`config.mk`:
```
export PLATFORM = sky130hd
export DESIGN_NAME = hilo_muldiv_ctrl_flat
export DESIGN_NICKNAME = d
export VERILOG_FILES = /design/src/rtl/hilo_muldiv_if.sv /design/src/rtl/hilo_muldiv_ctrl.sv /design/src/flat_wrapper.sv
export SDC_FILE = /design/constraint.sdc
export NUM_CORES = 1
export LEC_CHECK = 0
export BUFFER_PORTS_ARGS = -buffer_cell sky130_fd_sc_hd__buf_2
export CAP_MARGIN = 15
export CORE_ASPECT_RATIO = 2
export CORE_MARGIN = 5
export CORE_UTILIZATION = 41
export DETAILED_ROUTE_END_ITERATION = 8
export GPL_TIMING_DRIVEN = 0
export PLACE_DENSITY = 0.63
export SLEW_MARGIN = 30
export SYNTH_ARGS = -nofsm -noshare
export SYNTH_HDL_FRONTEND = slang
export SYNTH_SLANG_ARGS = --single-unit
```
`constraint.sdc`:
```
create_clock -name clk -period 3 [get_ports clk]
set_clock_uncertainty 0.05 [all_clocks]
set_input_delay 0.45 -clock clk [delete_from_list [all_inputs] [get_ports clk]]
set_output_delay 0.45 -clock clk [all_outputs]
set_load 0.01 [all_outputs]
```
`src/rtl/hilo_muldiv_if.sv`:
```
// EX-side handshake between the pipeline and the HI/LO multiply/divide sequencer.
// The master drives the operation request; the slave returns interlock status and HI/LO.
interface hilo_muldiv_if #(
  parameter int WIDTH = 32
);
  logic             start;
  logic             op;
  logic [WIDTH-1:0] src_a;
  logic [WIDTH-1:0] src_b;
  logic             hilo_rd;
  logic             stall;
  logic             busy;
  logic             done;
  logic [WIDTH-1:0] hi;
  logic [WIDTH-1:0] lo;

  modport master (
    output start, op, src_a, src_b, hilo_rd,
    input  stall, busy, done, hi, lo
  );

  modport slave (
    input  start, op, src_a, src_b, hilo_rd,
    output stall, busy, done, hi, lo
  );
endinterface

```
`src/rtl/hilo_muldiv_ctrl.sv`:
```
// One-bit-per-cycle MULTU/DIVU sequencer that owns HI/LO and interlocks the pipeline.
// Define HILO_DIVU_EN to compile in the restoring divider; otherwise DIVU requests are ignored.
module hilo_muldiv_ctrl #(
  parameter int WIDTH = 32,
  parameter int CNT_W = 5
) (
  input logic          clk,
  input logic          rst,
  hilo_muldiv_if.slave bus
);
  typedef enum logic {IDLE, BUSY} state_t;

  localparam logic [CNT_W-1:0] LAST_CNT = CNT_W'(WIDTH - 1);

  state_t             state;
  logic [CNT_W-1:0]   cnt;
  logic [WIDTH-1:0]   hi_q;
  logic [WIDTH-1:0]   lo_q;
  logic               done_q;

  // Working product/quotient: {P_hi,P_lo} for MULTU, {remainder,quotient} for DIVU.
  logic [2*WIDTH-1:0] acc;
  logic [2*WIDTH-1:0] acc_next;
  logic [WIDTH-1:0]   opnd;

  logic               accept;
  logic               div_zero;

  logic [WIDTH:0]     mul_sum;
  logic [2*WIDTH-1:0] mul_next;

`ifdef HILO_DIVU_EN
  logic               op_q;
  logic [WIDTH:0]     div_shift;
  logic               div_ge;
  logic [WIDTH-1:0]   div_diff;
  logic [2*WIDTH-1:0] div_next;

  assign accept   = bus.start && (state == IDLE);
  assign div_zero = bus.op && (bus.src_b == '0);

  // Remainder shifted left with the next dividend bit, then trial-subtract the divisor.
  assign div_shift = {acc[2*WIDTH-1:WIDTH], acc[WIDTH-1]};
  assign div_ge    = div_shift >= {1'b0, opnd};
  assign div_diff  = div_shift[WIDTH-1:0] - opnd;
  assign div_next  = div_ge ? {div_diff, acc[WIDTH-2:0], 1'b1}
                            : {div_shift[WIDTH-1:0], acc[WIDTH-2:0], 1'b0};
`else
  assign accept   = bus.start && (state == IDLE) && !bus.op;
  assign div_zero = 1'b0;
`endif

  // The 65th (carry) bit of the shift-add accumulator lives only in mul_sum before the shift.
  assign mul_sum  = {1'b0, acc[2*WIDTH-1:WIDTH]} + {1'b0, (acc[0] ? opnd : {WIDTH{1'b0}})};
  assign mul_next = {mul_sum, acc[WIDTH-1:1]};

  // NOTE: every signal written in always_comb gets a default first, so no latch can be inferred.
  always_comb begin
    acc_next = mul_next;
`ifdef HILO_DIVU_EN
    if (op_q) acc_next = div_next;
`endif
  end

  // NOTE: sequential state uses non-blocking assignments so every flop samples pre-edge values.
  always_ff @(posedge clk) begin
    if (rst) begin
      state  <= IDLE;
      cnt    <= '0;
      hi_q   <= '0;
      lo_q   <= '0;
      done_q <= 1'b0;
    end else begin
      done_q <= 1'b0;
      case (state)
        IDLE: begin
          if (accept) begin
            if (div_zero) begin
              hi_q   <= bus.src_a;
              lo_q   <= '1;
              done_q <= 1'b1;
            end else begin
              state <= BUSY;
              cnt   <= '0;
            end
          end
        end
        BUSY: begin
          if (cnt == LAST_CNT) begin
            state  <= IDLE;
            cnt    <= '0;
            hi_q   <= acc_next[2*WIDTH-1:WIDTH];
            lo_q   <= acc_next[WIDTH-1:0];
            done_q <= 1'b1;
          end else begin
            cnt <= cnt + 1'b1;
          end
        end
      endcase
    end
  end

  // NOTE: working registers are always loaded on accept before use, so they carry no reset.
  always_ff @(posedge clk) begin
    if (accept) begin
`ifdef HILO_DIVU_EN
      op_q <= bus.op;
`endif
      opnd <= bus.op ? bus.src_b : bus.src_a;
      acc  <= bus.op ? {{WIDTH{1'b0}}, bus.src_a} : {{WIDTH{1'b0}}, bus.src_b};
    end else if (state == BUSY) begin
      acc <= acc_next;
    end
  end

  assign bus.busy  = (state == BUSY);
  assign bus.done  = done_q;
  assign bus.hi    = hi_q;
  assign bus.lo    = lo_q;
  assign bus.stall = (state == BUSY) && (bus.hilo_rd || bus.start);
endmodule

```
`src/flat_wrapper.sv`:
```
// flat-port wrapper written by rule: the top's interface ports become plain ports
module hilo_muldiv_ctrl_flat 
#(
  parameter int WIDTH = 32,
  parameter int CNT_W = 5
)
  (clk, rst, bus_start, bus_op, bus_src_a, bus_src_b, bus_hilo_rd, bus_stall, bus_busy, bus_done, bus_hi, bus_lo);
  hilo_muldiv_if #(.WIDTH(WIDTH)) bus_i ();
  input logic clk;
  input logic rst;
  input wire logic [$bits(bus_i.start)-1:0] bus_start;
  input wire logic [$bits(bus_i.op)-1:0] bus_op;
  input wire logic [$bits(bus_i.src_a)-1:0] bus_src_a;
  input wire logic [$bits(bus_i.src_b)-1:0] bus_src_b;
  input wire logic [$bits(bus_i.hilo_rd)-1:0] bus_hilo_rd;
  output wire logic [$bits(bus_i.stall)-1:0] bus_stall;
  output wire logic [$bits(bus_i.busy)-1:0] bus_busy;
  output wire logic [$bits(bus_i.done)-1:0] bus_done;
  output wire logic [$bits(bus_i.hi)-1:0] bus_hi;
  output wire logic [$bits(bus_i.lo)-1:0] bus_lo;
  assign bus_i.start = bus_start;
  assign bus_i.op = bus_op;
  assign bus_i.src_a = bus_src_a;
  assign bus_i.src_b = bus_src_b;
  assign bus_i.hilo_rd = bus_hilo_rd;
  assign bus_stall = bus_i.stall;
  assign bus_busy = bus_i.busy;
  assign bus_done = bus_i.done;
  assign bus_hi = bus_i.hi;
  assign bus_lo = bus_i.lo;
  hilo_muldiv_ctrl #(.WIDTH(WIDTH), .CNT_W(CNT_W)) u_core (.clk(clk), .rst(rst), .bus(bus_i));
endmodule
```
# Word level (Yosys, flattened, before mapping)
# Cells that the tools add are included.
# word_totals
regBits,167
latch_bits,0
ramBits,0
mem_bits_ro,0
out_inout_bits,67
elab_cells,37
mem_count,0
# op_classes
add_sub_neg,2
n_mul,0
div,0
n_lt_le_gt_ge,0
eq_ne,3
shifts,0
mux,17
n_bitwise,1
n_reduce_logical,7
# ops
cell,count
$mux W32,7
$mux W64,2
$add A32 B32 Y33,1
$mux W5,2
$pmux W5 S2,1
$add A5 B1 Y5 const B,1
$eq A5 B5 Y1 const B,1
$pmux W1 S2,2
$logic_and A1 B1 Y1,3
$mux W1,3
$ne A2 B1 Y1 const B,1
$ne A2 B2 Y1 const B,1
$reduce_and A2 Y1,1
$reduce_bool A2 Y1,1
$logic_not A1 Y1,1
$logic_or A1 B1 Y1,1
$not A1 Y1,1

# Depth between registers and ports, before layout
# logic_depth
word_depth,5
ltp_mapped,11
depth_no_buf,10

# Least setup slack after synthesis
# Ideal clock, no wire load.
# synth_timing
path_kind,input-to-reg
startpoint,input port bus_op
endpoint,register u_core.cnt[0]
setup_ps,113
t_arrival_ps,3115
slack_ps,-277
cell_stages,6
n_path_buf,2
path_cell_list,clkbuf_1 -> or3b_2 -> clkbuf_1 -> nand2b_1 -> mux2_2 -> nor2_1
# synth_via
elab_chain_len,3
# synth_lines
item,line,source
start: declaration,flat_wrapper.sv:12,input wire logic [$bits(bus_i.op)-1:0] bus_op;
$logic_not A1 Y1,hilo_muldiv_ctrl.sv:49,assign accept = bus.start && (state == IDLE) && !bus.op;
$logic_and A1 B1 Y1,hilo_muldiv_ctrl.sv:49,
$ne A2 B1 Y1 (no line),n/a,
end signal: assignment,hilo_muldiv_ctrl.sv:96,cnt <= cnt + 1'b1;
end: declaration,hilo_muldiv_ctrl.sv:16,logic [CNT_W-1:0] cnt;
# Every way passes these cells.
# A chain may end at the register's enable or synchronous reset.

# Worst setup path after layout
# layout_timing
startpoint,register u_core.acc[0]
endpoint,"register u_core.hi_q[17], in the netlist u_core.bus.hi[17]"
# layout_via
elab_chain_len,4
# layout_lines
item,line,source
start: declaration,hilo_muldiv_ctrl.sv:22,logic [2*WIDTH-1:0] acc;
start signal: assignment,hilo_muldiv_ctrl.sv:110,"acc <= bus.op ? {{WIDTH{1'b0}}, bus.src_a} : {{WIDTH{1'b0}}, bus.src_b};"
start signal: assignment,hilo_muldiv_ctrl.sv:112,acc <= acc_next;
$mux W32,hilo_muldiv_ctrl.sv:54,"assign mul_sum = {1'b0, acc[2*WIDTH-1:WIDTH]} + {1'b0, (acc[0] ? opnd : {WIDTH{1'b0}})};"
$add A32 B32 Y33,hilo_muldiv_ctrl.sv:54,
$mux W32,hilo_muldiv_ctrl.sv:89,if (cnt == LAST_CNT) begin
$mux W32,hilo_muldiv_ctrl.sv:75,case (state)
end signal: assignment,hilo_muldiv_ctrl.sv:79,hi_q <= bus.src_a;
end signal: assignment,hilo_muldiv_ctrl.sv:92,hi_q <= acc_next[2*WIDTH-1:WIDTH];
end: declaration,hilo_muldiv_ctrl.sv:17,logic [WIDTH-1:0] hi_q;
# Every way passes these cells. The select of a mux whose other input is x is not followed.

==> results.ini <==
[status]
outcome = finished, violations left
violations = setup timing

[synth]
synth_top_area_frac = 0.353
synthesis.area_um2 = 8160
ys_seq_area_frac = 0.528
syn_inst = 766
synth_edf_count = 96
synthArstFlopShare = 0
ys_ff_latch = 167
yosysUniqueCellTypes = 61
yosysMostFrequentCell = nand2_1
synth_flop_cell = edfxtp_1
synth.top_cells.by_area = edfxtp_1, dfxtp_1, nand2_1
yosysTopAreaCell = edfxtp_1
syn-num-nets = 870
synth.avg_cell_area_um2 = 10.6
yosys_warnings = 0
synth_commonest_cells = nand2_1, edfxtp_1, dfxtp_1

[route]
remaining_drc_errors = 0
antenna_left = 0
drt_iter0_markers = 316
firstDrtPassIters = 4
wire_per_inst_um = 19.8
vias = 6404
viasPerCell = 5.30
wl_mm = 23.9

[final_layout]
synthToLayoutAreaGrowth_pct = 27.1
fillers = 1830
num_antenna_cells = 0
fin_area_um2 = 10400
nets = 1037
drive_above_1_share = 0.323

[sta]
hold_viol_final = 0
setup_viol = 3
slew_headroom = 0.522
holdWs_ns = 0.202
slew_viol_final = 0
min_period_ns = 3.02
finalSetupTns_ns = -0.0264
min_period_over_period = 1.01
grt_setup_unrepaired = true
setup_ws_ns = -0.0209
worstMarginPinSlew_ns = 0.717
fmax_mhz = 331

[setup_path]
path_class = flop to flop
crit_path_end_kind = flop
worst-r2r-cell-count = 12
crit_path_end = u_core.bus.hi[17]
start_kind = flop
r2r_end = u_core.bus.hi[17]
cp.arrival_ns = 3.28
crit_start = u_core.acc[0]
worstPathRequired_ns = 3.26
cp_max_fo = 5
r2r_slack_ns = -0.02
r2r-start = u_core.acc[0]

[power]
ir_drop_uv = 388
clockPowerShare = 0.311
p_comb_frac = 0.264
pwr_density_cell_nw_per_um2 = 621
pwr-share-seq = 0.425
p_sw_uw = 2010
switching_share = 0.312
total_power_uw = 6440
internal-power_uw = 4430
p_leak_uw = 0.00427

[floorplan]
die_w_um = 110
coreArea_um2 = 19700
start_util = 0.413
die_area_um2 = 23000
row_count = 73
fp.dieH_um = 209
ioPinCount = 136

[cts]
h-tree-depth = 4
cts_max_path_buffers = 2
cts-buffers-inserted = 17
clk_pin_slew_ns = 0.07
cts.sinks = 167
hold_buffers = 0
cts_root_buf = clkbuf_16
clkLatencyLatePin_ns = 0.44
tritoncts = built

[grt]
antenna_found_initial = 0
first_global_vias = 6524
grt-ovfl-total = 0
grt_max_degree = 39
grt_util_all_layers = 0.210
grt_pass1_wl_mm = 35.6

[placement]
numPortBuffers = 134
post-place-ws_ns = -0.526
dp.final_hpwl_mm = 18.2
gp_congestion = 0.905
post_dp_cell_area_um2 = 9220

[flow_run]
drv_cap = 0

[hold_path]
hold_class = input port to flop

[logic make-up after synthesis]
group | synth area share
muxes | 0.0456
xor gates and xnor gates | 0.0290
buffers and inverters | 0.0262
adders and majority gates | 0.0546
AOI/OAI and AO/OA | 0.165
DFF | 0.528
and+or+nand+nor | 0.152
[flip-flops by register name, summed over array words and instances, names as in the netlist]
name,cells
u_core.bus.hi,32
u_core.opnd,32
u_core.bus.lo,32
u_core.bus.busy,1
u_core.cnt,5
u_core.acc,64
u_core.bus.done,1
[power groups by stage]
stage	Combinational [uW]	Clock (uW)	Sequential, uW
global route	1850	2130	2750
CTS	1520	2030	2730
detailed placement	1370	0	2770
finish	1700	2000	2740
global placement	1340	0	2770
floorplan	965	0	2750
[worst min path at each step]
stage | from | endpoint | cells after the start
6_report | rst | u_core.cnt[1] | 2
5_1_grt | rst | u_core.cnt[0] | 2
4_1_cts | rst | u_core.cnt[0] | 2
3_5_place_dp | u_core.bus.hi[25] | u_core.bus.hi[25] | 2
3_3_place_gp | u_core.bus.hi[21] | u_core.bus.hi[21] | 2
2_1_floorplan | u_core.acc[1] | u_core.bus.lo[0] | 1
[worst max-delay path, cell delays in order, from the launching register on]
cell and delay (ns):
edfxtp_1 0.47, clkbuf_8 0.20, and2_4 0.14, ha_4 0.16, fa_2 0.38, a21o_4 0.23, a221oi_4 0.33, or4_4 0.22
nand2_8 0.08, a31oi_4 0.24, xnor2_2 0.16, buf_4 0.17, o21ai_2 0.05
[layout make-up]
cell class	count	area (um2)	area share
Buffer	36	159	0.0153
Clock buffer	17	425	0.0410
Clock inverter	15	101	0.00978
Inverter	12	45.0	0.00435
Multi-Input combinational cell	543	4130	0.398
Sequential cell	167	4300	0.415
Tap cell	262	328	0.0316
Timing Repair Buffer	156	876	0.0845
[routing by layer]
metal | vias up | routed length (um) | global-route usage
met5 | - | 0 | 0
met4 | 0 | 1120 | 0.110
met3 | 55 | 1020 | 0.0416
met1 | 3090 | 8360 | 0.207
li1 | 3099 | - | -
met2 | 160 | 13400 | 0.397
[timing repair]
| action | in CTS | in global routing |
|---|---|---|
| gates resized for setup | 43 | 60 |
| gates cloned | 1 | 0 |
| endpoints found under the setup margin | 37 | 40 |
| pin swaps | 13 | 20 |
| setup buffers | 10 | 9 |
[cell usage in the layout (no fill, tap or decap), types with 3 or more instances in the layout]
| cell type | count |
|---|---|
| buf_2 | 137 |
| mux2_2 | 33 |
| nand3_1 | 10 |
| dfxtp_1 | 71 |
| ha_2 | 7 |
| o21ai_0 | 18 |
| a21oi_2 | 9 |
| edfxtp_1 | 96 |
| o21bai_1 | 5 |
| o211ai_1 | 7 |
| clkbuf_16 | 17 |
| nand4_1 | 8 |
| xor2_1 | 7 |
| buf_1 | 7 |
| a21oi_4 | 5 |
| nand2_1 | 135 |
| buf_4 | 18 |
| ha_1 | 17 |
| o21ai_2 | 6 |
| clkbuf_1 | 22 |
| xor2_2 | 4 |
| clkinv_2 | 7 |
| nor2_1 | 30 |
| o21a_1 | 3 |
| and3_1 | 9 |
| buf_6 | 3 |
| inv_1 | 11 |
| and2_1 | 50 |
| a22o_1 | 50 |
| inv_6 | 4 |
| ha_4 | 10 |
| xnor2_1 | 13 |
| a21oi_1 | 31 |
| or3_1 | 5 |
| o21ai_1 | 5 |
| a32o_1 | 3 |
| a21o_1 | 6 |
[stage by stage]
step	instances	utilization
floorplan	766	-
global placement	1162	0.465
detailed placement	1164	0.468
CTS	1201	0.507
global route	1208	0.525
finish	1208	0.525
No activity file was read; power rests on OpenSTA's default activity.
